`src/rtl/example_aligner_pkg.sv`:
```
// Shared constants and types for the K28.5 comma word aligner.
package example_aligner_pkg;

  // K28.5 in both running disparities, bit 0 = bit 'a' (first on the wire).
  localparam logic [9:0] COMMA_RDN = 10'h17C;
  localparam logic [9:0] COMMA_RDP = 10'h283;

  typedef enum logic [1:0] {
    SEARCH = 2'd0,
    CHECK  = 2'd1,
    LOCKED = 2'd2
  } aligner_state_t;

  function automatic logic is_comma(input logic [9:0] word);
    return (word == COMMA_RDN) || (word == COMMA_RDP);
  endfunction

endpackage

```
`src/rtl/example_comma_finder.sv`:
```
// Combinational comma search over all ten bit offsets of a 20-bit window.
// Candidate k is w[k+9:k]; w[0] is the oldest received bit.
module example_comma_finder
  import example_aligner_pkg::*;
(
  input  logic [19:0] w,
  output logic [9:0]  hit,
  output logic [3:0]  first,
  output logic        any
);

  // Per-offset comma match.
  always_comb begin
    for (int k = 0; k < 10; k++) begin
      hit[k] = is_comma(w[k +: 10]);
    end
  end

  // Lowest matching offset; scanning downwards lets the lowest index win.
  always_comb begin
    // NOTE: assign a default before any conditional write so no path leaves
    // the output unassigned, which would otherwise infer a latch.
    first = 4'd0;
    for (int k = 9; k >= 0; k--) begin
      if (hit[k]) first = 4'(k);
    end
  end

  assign any = |hit;

endmodule

```
`src/rtl/example_comma_aligner.sv`:
```
// Receive word aligner: finds the K28.5 offset in the unaligned transceiver
// stream, locks after LOCK_COUNT commas at one offset, and drops lock after
// UNLOCK_COUNT consecutive misaligned commas or on a realign request.
module example_comma_aligner
  import example_aligner_pkg::*;
#(
  parameter int LOCK_COUNT   = 4,
  parameter int UNLOCK_COUNT = 3
) (
  input  logic       clock,
  input  logic       reset,
  input  logic [9:0] data_in,
  input  logic       realign,
  output logic [9:0] data_out,
  output logic       data_valid,
  output logic       comma_det,
  output logic       locked,
  output logic [3:0] offset
);

  localparam int CNT_TOP = (LOCK_COUNT > UNLOCK_COUNT) ? LOCK_COUNT : UNLOCK_COUNT;
  localparam int CNT_W   = $clog2(CNT_TOP + 1);

  localparam logic [CNT_W-1:0] LOCK_TGT   = CNT_W'(LOCK_COUNT);
  localparam logic [CNT_W-1:0] UNLOCK_TGT = CNT_W'(UNLOCK_COUNT);
  localparam logic [CNT_W-1:0] CNT_SAT    = '1;
  localparam logic [CNT_W-1:0] CNT_ONE    = CNT_W'(1);

  aligner_state_t   state_q, state_d;
  logic [9:0]       prev_q, prev_d;
  logic [3:0]       offset_q, offset_d;
  logic [CNT_W-1:0] good_q, good_d;
  logic [CNT_W-1:0] bad_q, bad_d;
  logic [9:0]       data_out_q, data_out_d;
  logic             data_valid_q, data_valid_d;
  logic             comma_det_q, comma_det_d;

  logic [19:0]      window;
  logic [9:0]       hit;
  logic [3:0]       first;
  logic             any;
  logic             hit_at_off;
  logic [9:0]       aligned;
  logic [CNT_W-1:0] good_inc, bad_inc;

  assign window = {data_in, prev_q};

  example_comma_finder u_finder (
    .w     (window),
    .hit   (hit),
    .first (first),
    .any   (any)
  );

  assign hit_at_off = hit[offset_q];
  assign good_inc   = (good_q == CNT_SAT) ? good_q : good_q + CNT_ONE;
  assign bad_inc    = (bad_q  == CNT_SAT) ? bad_q  : bad_q  + CNT_ONE;

  // Barrel select of the word at the current (pre-update) offset.
  always_comb begin
    aligned = window[9:0];
    for (int k = 0; k < 10; k++) begin
      if (offset_q == 4'(k)) aligned = window[k +: 10];
    end
  end

  // Next-state logic: search / check / locked, realign overrides everything.
  always_comb begin
    state_d  = state_q;
    offset_d = offset_q;
    good_d   = good_q;
    bad_d    = bad_q;
    prev_d   = data_in;

    if (realign) begin
      state_d = SEARCH;
      good_d  = '0;
      bad_d   = '0;
    end else begin
      unique case (state_q)
        SEARCH: begin
          if (any) begin
            offset_d = first;
            good_d   = CNT_ONE;
            if (LOCK_COUNT == 1) begin
              state_d = LOCKED;
              bad_d   = '0;
            end else begin
              state_d = CHECK;
            end
          end
        end
        CHECK: begin
          // A comma at the current offset beats any simultaneous one elsewhere.
          if (hit_at_off) begin
            good_d = good_inc;
            if (good_inc >= LOCK_TGT) begin
              state_d = LOCKED;
              bad_d   = '0;
            end
          end else if (any) begin
            offset_d = first;
            good_d   = CNT_ONE;
          end
        end
        LOCKED: begin
          if (hit_at_off) begin
            bad_d = '0;
          end else if (any) begin
            bad_d = bad_inc;
            if (bad_inc >= UNLOCK_TGT) begin
              // Offset is kept until the next search hit replaces it.
              state_d = SEARCH;
              good_d  = '0;
            end
          end
        end
        default: state_d = SEARCH;
      endcase
    end
  end

  // Output word and flags, all from pre-update offset and state.
  always_comb begin
    data_out_d   = aligned;
    data_valid_d = (state_q == LOCKED);
    comma_det_d  = hit_at_off & (state_q == LOCKED);
  end

  // All state and the output register; reset clears everything at once.
  always_ff @(posedge clock or posedge reset) begin
    if (reset) begin
      state_q      <= SEARCH;
      prev_q       <= '0;
      offset_q     <= '0;
      good_q       <= '0;
      bad_q        <= '0;
      data_out_q   <= '0;
      data_valid_q <= 1'b0;
      comma_det_q  <= 1'b0;
    end else begin
      // NOTE: non-blocking assignments so every flop samples pre-edge values.
      state_q      <= state_d;
      prev_q       <= prev_d;
      offset_q     <= offset_d;
      good_q       <= good_d;
      bad_q        <= bad_d;
      data_out_q   <= data_out_d;
      data_valid_q <= data_valid_d;
      comma_det_q  <= comma_det_d;
    end
  end

  assign data_out   = data_out_q;
  assign data_valid = data_valid_q;
  assign comma_det  = comma_det_q;
  assign locked     = (state_q == LOCKED);
  assign offset     = offset_q;

endmodule
```
`config.mk`:
```
export PLATFORM = sky130hd
export DESIGN_NAME = example_comma_aligner
export DESIGN_NICKNAME = d
export VERILOG_FILES = /design/src/rtl/example_aligner_pkg.sv /design/src/rtl/example_comma_finder.sv /design/src/rtl/example_comma_aligner.sv
export SDC_FILE = /design/constraint.sdc
export NUM_CORES = 1
export LEC_CHECK = 0
export CORE_MARGIN = 1.5
export CORE_UTILIZATION = 45
export DETAILED_ROUTE_END_ITERATION = 10
export HOLD_SLACK_MARGIN = 0.05
export PLACE_DENSITY = 0.68
export REMOVE_ABC_BUFFERS = 1
export SLEW_MARGIN = 10
export SYNTH_ARGS = -nofsm -noshare
export SYNTH_HDL_FRONTEND = slang
export SYNTH_SLANG_ARGS = --single-unit
```
`constraint.sdc`:
```
create_clock -name clock -period 2.6 [get_ports clock]
set_input_delay 0.52 -clock clock [delete_from_list [all_inputs] [get_ports clock]]
set_output_delay 0.52 -clock clock [all_outputs]
set_load 0.05 [all_outputs]
```
==> key figures <==
Global route
  • Grt ovf: 0
  • Total track usage: 0.284
  • Initial antenna violation count: 0
  • Global-route wire length before repair: 16,800 um
  • Vias in the first global route: 3,492
  • Largest net degree at the start of global routing: 36

Critical path
  • CP arrival: 3000 ps
  • Nature of the critical path startpoint: primary input
  • RR Startpoint: prev_q[9]$_DFF_PP0_
  • Largest delay share family, worst path: simple AND/OR/NAND/NOR gates
  • Slowest-stage cell, CP: o41a_1
  • Worst endpoint required time: around 2800 ps
  • WP buf/inv: 4
  • CP max stage delay: 460 ps
  • Crit. End Element: register
  • Crit path max fanout: 5
  • CP Class: in -> reg
  • CP cell instances: clkdlybuf4s15_2, buf_4, buf_4, nor4_4, nand2_2, buf_4, o22a_1, nand4_4, nor3_4, o41a_1, or4_4, o31ai_4
  • Critical Path Start: data_in[2]
  • Crit path top cell by count: buf_4

STA
  • RSZ-0062 raised after global routing: yes
  • Worst-Margin Slew: 580 ps
  • Final WS setup: -188 ps
  • Final hold violation count: 0
  • Rel. slew slack: 0.612
  • Pins over their slew limit: 0
  • Final Cycle Share: 1.07
  • FMAX: between 0.3 and 0.4 GHz
  • Post-layout min period: 2790 ps
  • Setup-failing EPs final: 10
  • Clock skew: 8.33 ps

Floorplanning
  • Die Span Y: approximately 86 um
  • Starting Density: 0.462
  • Core ar.: between 6000 and 7000 um^2
  • Die ar.: 7440 um^2
  • I/O Pins: 30
  • Die W: 86.3 um
  • Rows: 30

Clock network
  • H-tree depth: 2
  • Total CTS buffers: 5
  • CTS tree: done
  • Clk sinks: 34
  • Clock-pin transition on the worst setup and hold timing paths: about 80 ps
  • Clock insertion delay at the later pin of the skew report: roughly 300 ps
  • Clk buf depth: 2
  • CTS root buf: clkbuf_8
  • CTS hold repair buffers: 0

Synthesis
  • Post-synth EDFFs: 0
  • Largest family of logic cells by synthesized area: compound AO/OA/AOI/OAI gates
  • Predominant post-synthesis flop cell: dfrtp_1
  • Async set or reset register ratio after synthesis: 1.00
  • Top cells by area, synth: dfrtp_1 (27%), nand2_1 (4.0%), o21ai_0 (3.5%), clkbuf_1 (3.5%), nor2_1 (3.2%)
  • Ys Warns: 0
  • Post-Synth Adder-Cell Area: 0.0241
  • Post-synthesis compound-gate area fraction: 0.308
  • Mux contribution to synthesized area: 0.0481
  • Synth cell count leaders: dfrtp_1 (34), nand2_1 (33), clkbuf_1 (29), nor2_1 (27), o21ai_0 (22)
  • Mapped Cells: 386
  • Mapped cell area: 3120 um^2
  • Syn avg cell area: 8.08 um^2
  • Post-synth top area share: 0.273
  • Number of library cell types mapped by synthesis: 65
  • Post-Synth Simple-Gate Area: 0.288
  • Most common cell in the netlist: dfrtp_1
  • Post-synthesis sequential area ratio: 0.273
  • #FFs+latches synth: 34
  • Yosys top cell by area: dfrtp_1
  • Xor and xnor area share after synthesis: 0

Route
  • Final ANT Viol Nets: 0
  • Vias/cell: roughly 6.6
  • Final wirelength: 10,400 um
  • First drt pass iteration count: 5
  • Via count: around 3,600
  • Routed len/inst: 19.1 um
  • DRC Markers: 0
  • Drt initial violations: 337

Run
  • Max-cap violations: 0

Cells and area
  • Area growth from synthesis to layout: 37.0%
  • Fraction of layout cells with a size suffix above 1: 0.285
  • Finished Layout Cells: 546
  • Net count reported at finish: 484
  • Final Util: 0.633
  • N_diodes: 0
  • Final Cell Area: 4270 um^2

Place
  • Placed cell count: 532
  • Hpwl dp: 7460 um
  • Port bufs: 29
  • Pre-CTS setup slack: -905 ps
  • GPL Wtd Cong: 1.02
  • Placement Cell Area: 3910 um^2

Worst hold path
  • Hold path startpoint: bad_q[1]$_DFFE_PP0P_
  • Path category of the worst min-delay check: reg -> reg

Status
  • Status: finished, violations left
  • Failing checks: setup timing

Pwr
  • Leak Pwr: 1.78 nW
  • Pwr/cell area: slightly below 400 nW/um^2
  • Worst VDD drop: 0.201 mV
  • Total chip power: roughly 0.0016 W
-- worst reg2reg max path, cell delays in order (launching register included) --
cell and delay, ps:
dfrtp_1 430, or3b_4 410, or4_4 530, and2_4 160, nand4_4 90, nor3_4 70, o41a_1 460, or4_4 450
o31ai_4 70
-- state kept, by name, indices dropped and copies added (netlist names) --
register	cells
offset	4
data_out	10
good_q	3
bad_q	3
comma_det	1
prev_q	10
state_q	2
data_valid	1
-- final cells by class --
class	count	area, um^2
clock buffer	5	68.8
clock inverter	3	68.8
fill	571	2480
inverter	11	41.3
multi-input combinational	306	2250
sequential	34	851
tap	80	100
timing repair buffer	107	895
-- cell usage in the layout (no fill, tap or decap), types with 4 or more instances in the layout --
cell type and instances:
a211oi_1 5, a21o_1 5, a21oi_1 18, a22o_1 4
a22oi_1 11, a31oi_1 5, and2_1 4, and3_1 4
buf_4 75, buf_6 4, clkbuf_8 5, clkdlybuf4s50_1 19
dfrtp_1 34, ha_1 6, inv_1 11, mux2_1 4
mux2_2 4, mux2i_1 6, nand2_1 32, nand2b_1 9
nand4_1 9, nand4b_1 4, nor2_1 27, nor2b_1 4
nor3_1 4, nor3b_1 4, nor4_1 4, nor4b_1 4
o21a_1 5, o21ai_0 20, o21ai_1 4, o221ai_1 4
o22a_1 9, o22ai_1 15, or2_2 4
-- kinds of logic (layout without fill, tap and decap cells) --
kind of cell	count (synthesis)	count (layout)
buffers and inverters	46	126
muxes	14	14
AOI/OAI and AO/OA	135	135
and+or+nand+nor	151	151
adders and majority gates	6	6
DFF	34	34
-- metrics by stage --
step | hold WS (ps) | TNS (ps)
final | 568 | -1100
after global routing | 583 | -2030
after CTS | 580 | -938
after detailed placement | 567 | -10500
after global placement | 526 | -9540
after floorplan | 487 | -6670
-- metal layers --
layer	global-route usage	share of wire
met1	0.352	0.41
met2	0.491	0.50
met3	0.0390	0.055
met4	0.128	0.037
met5	0	0
-- worst paths after layout --
| check | end | slack, ps | cells past startpoint |
|---|---|---|---|
| setup / recovery | state_q[1]$_DFFE_PP0P_ | -190 | 12 |
| hold / removal | bad_q[1]$_DFFE_PP0P_ | 570 | 2 |
| max in group asynchronous | prev_q[5]$_DFF_PP0_ | 1640 | 3 |
| setup reg to reg | state_q[1]$_DFFE_PP0P_ | -160 | 8 |
| min in group asynchronous | data_out[7]$_DFF_PP0_ | 610 | 3 |
| hold reg to reg | bad_q[1]$_DFFE_PP0P_ | 570 | 2 |
-- power by group --
group	total, W	internal, W	leakage, nW	switching, W
logic	0.000470	0.000199	1.28	0.000271
clock network	0.000603	0.000384	0.0683	0.000219
registers	0.000568	0.000551	0.428	0.0000173
-- timing repair --
item | CTS | global route
setup endpoints to repair | 13 | 16
gates cloned | 0 | 0
resized for setup | 28 | 28
pin swaps | 9 | 8
buffers inserted | 3 | 3
(Power assumes the default switching activity.)
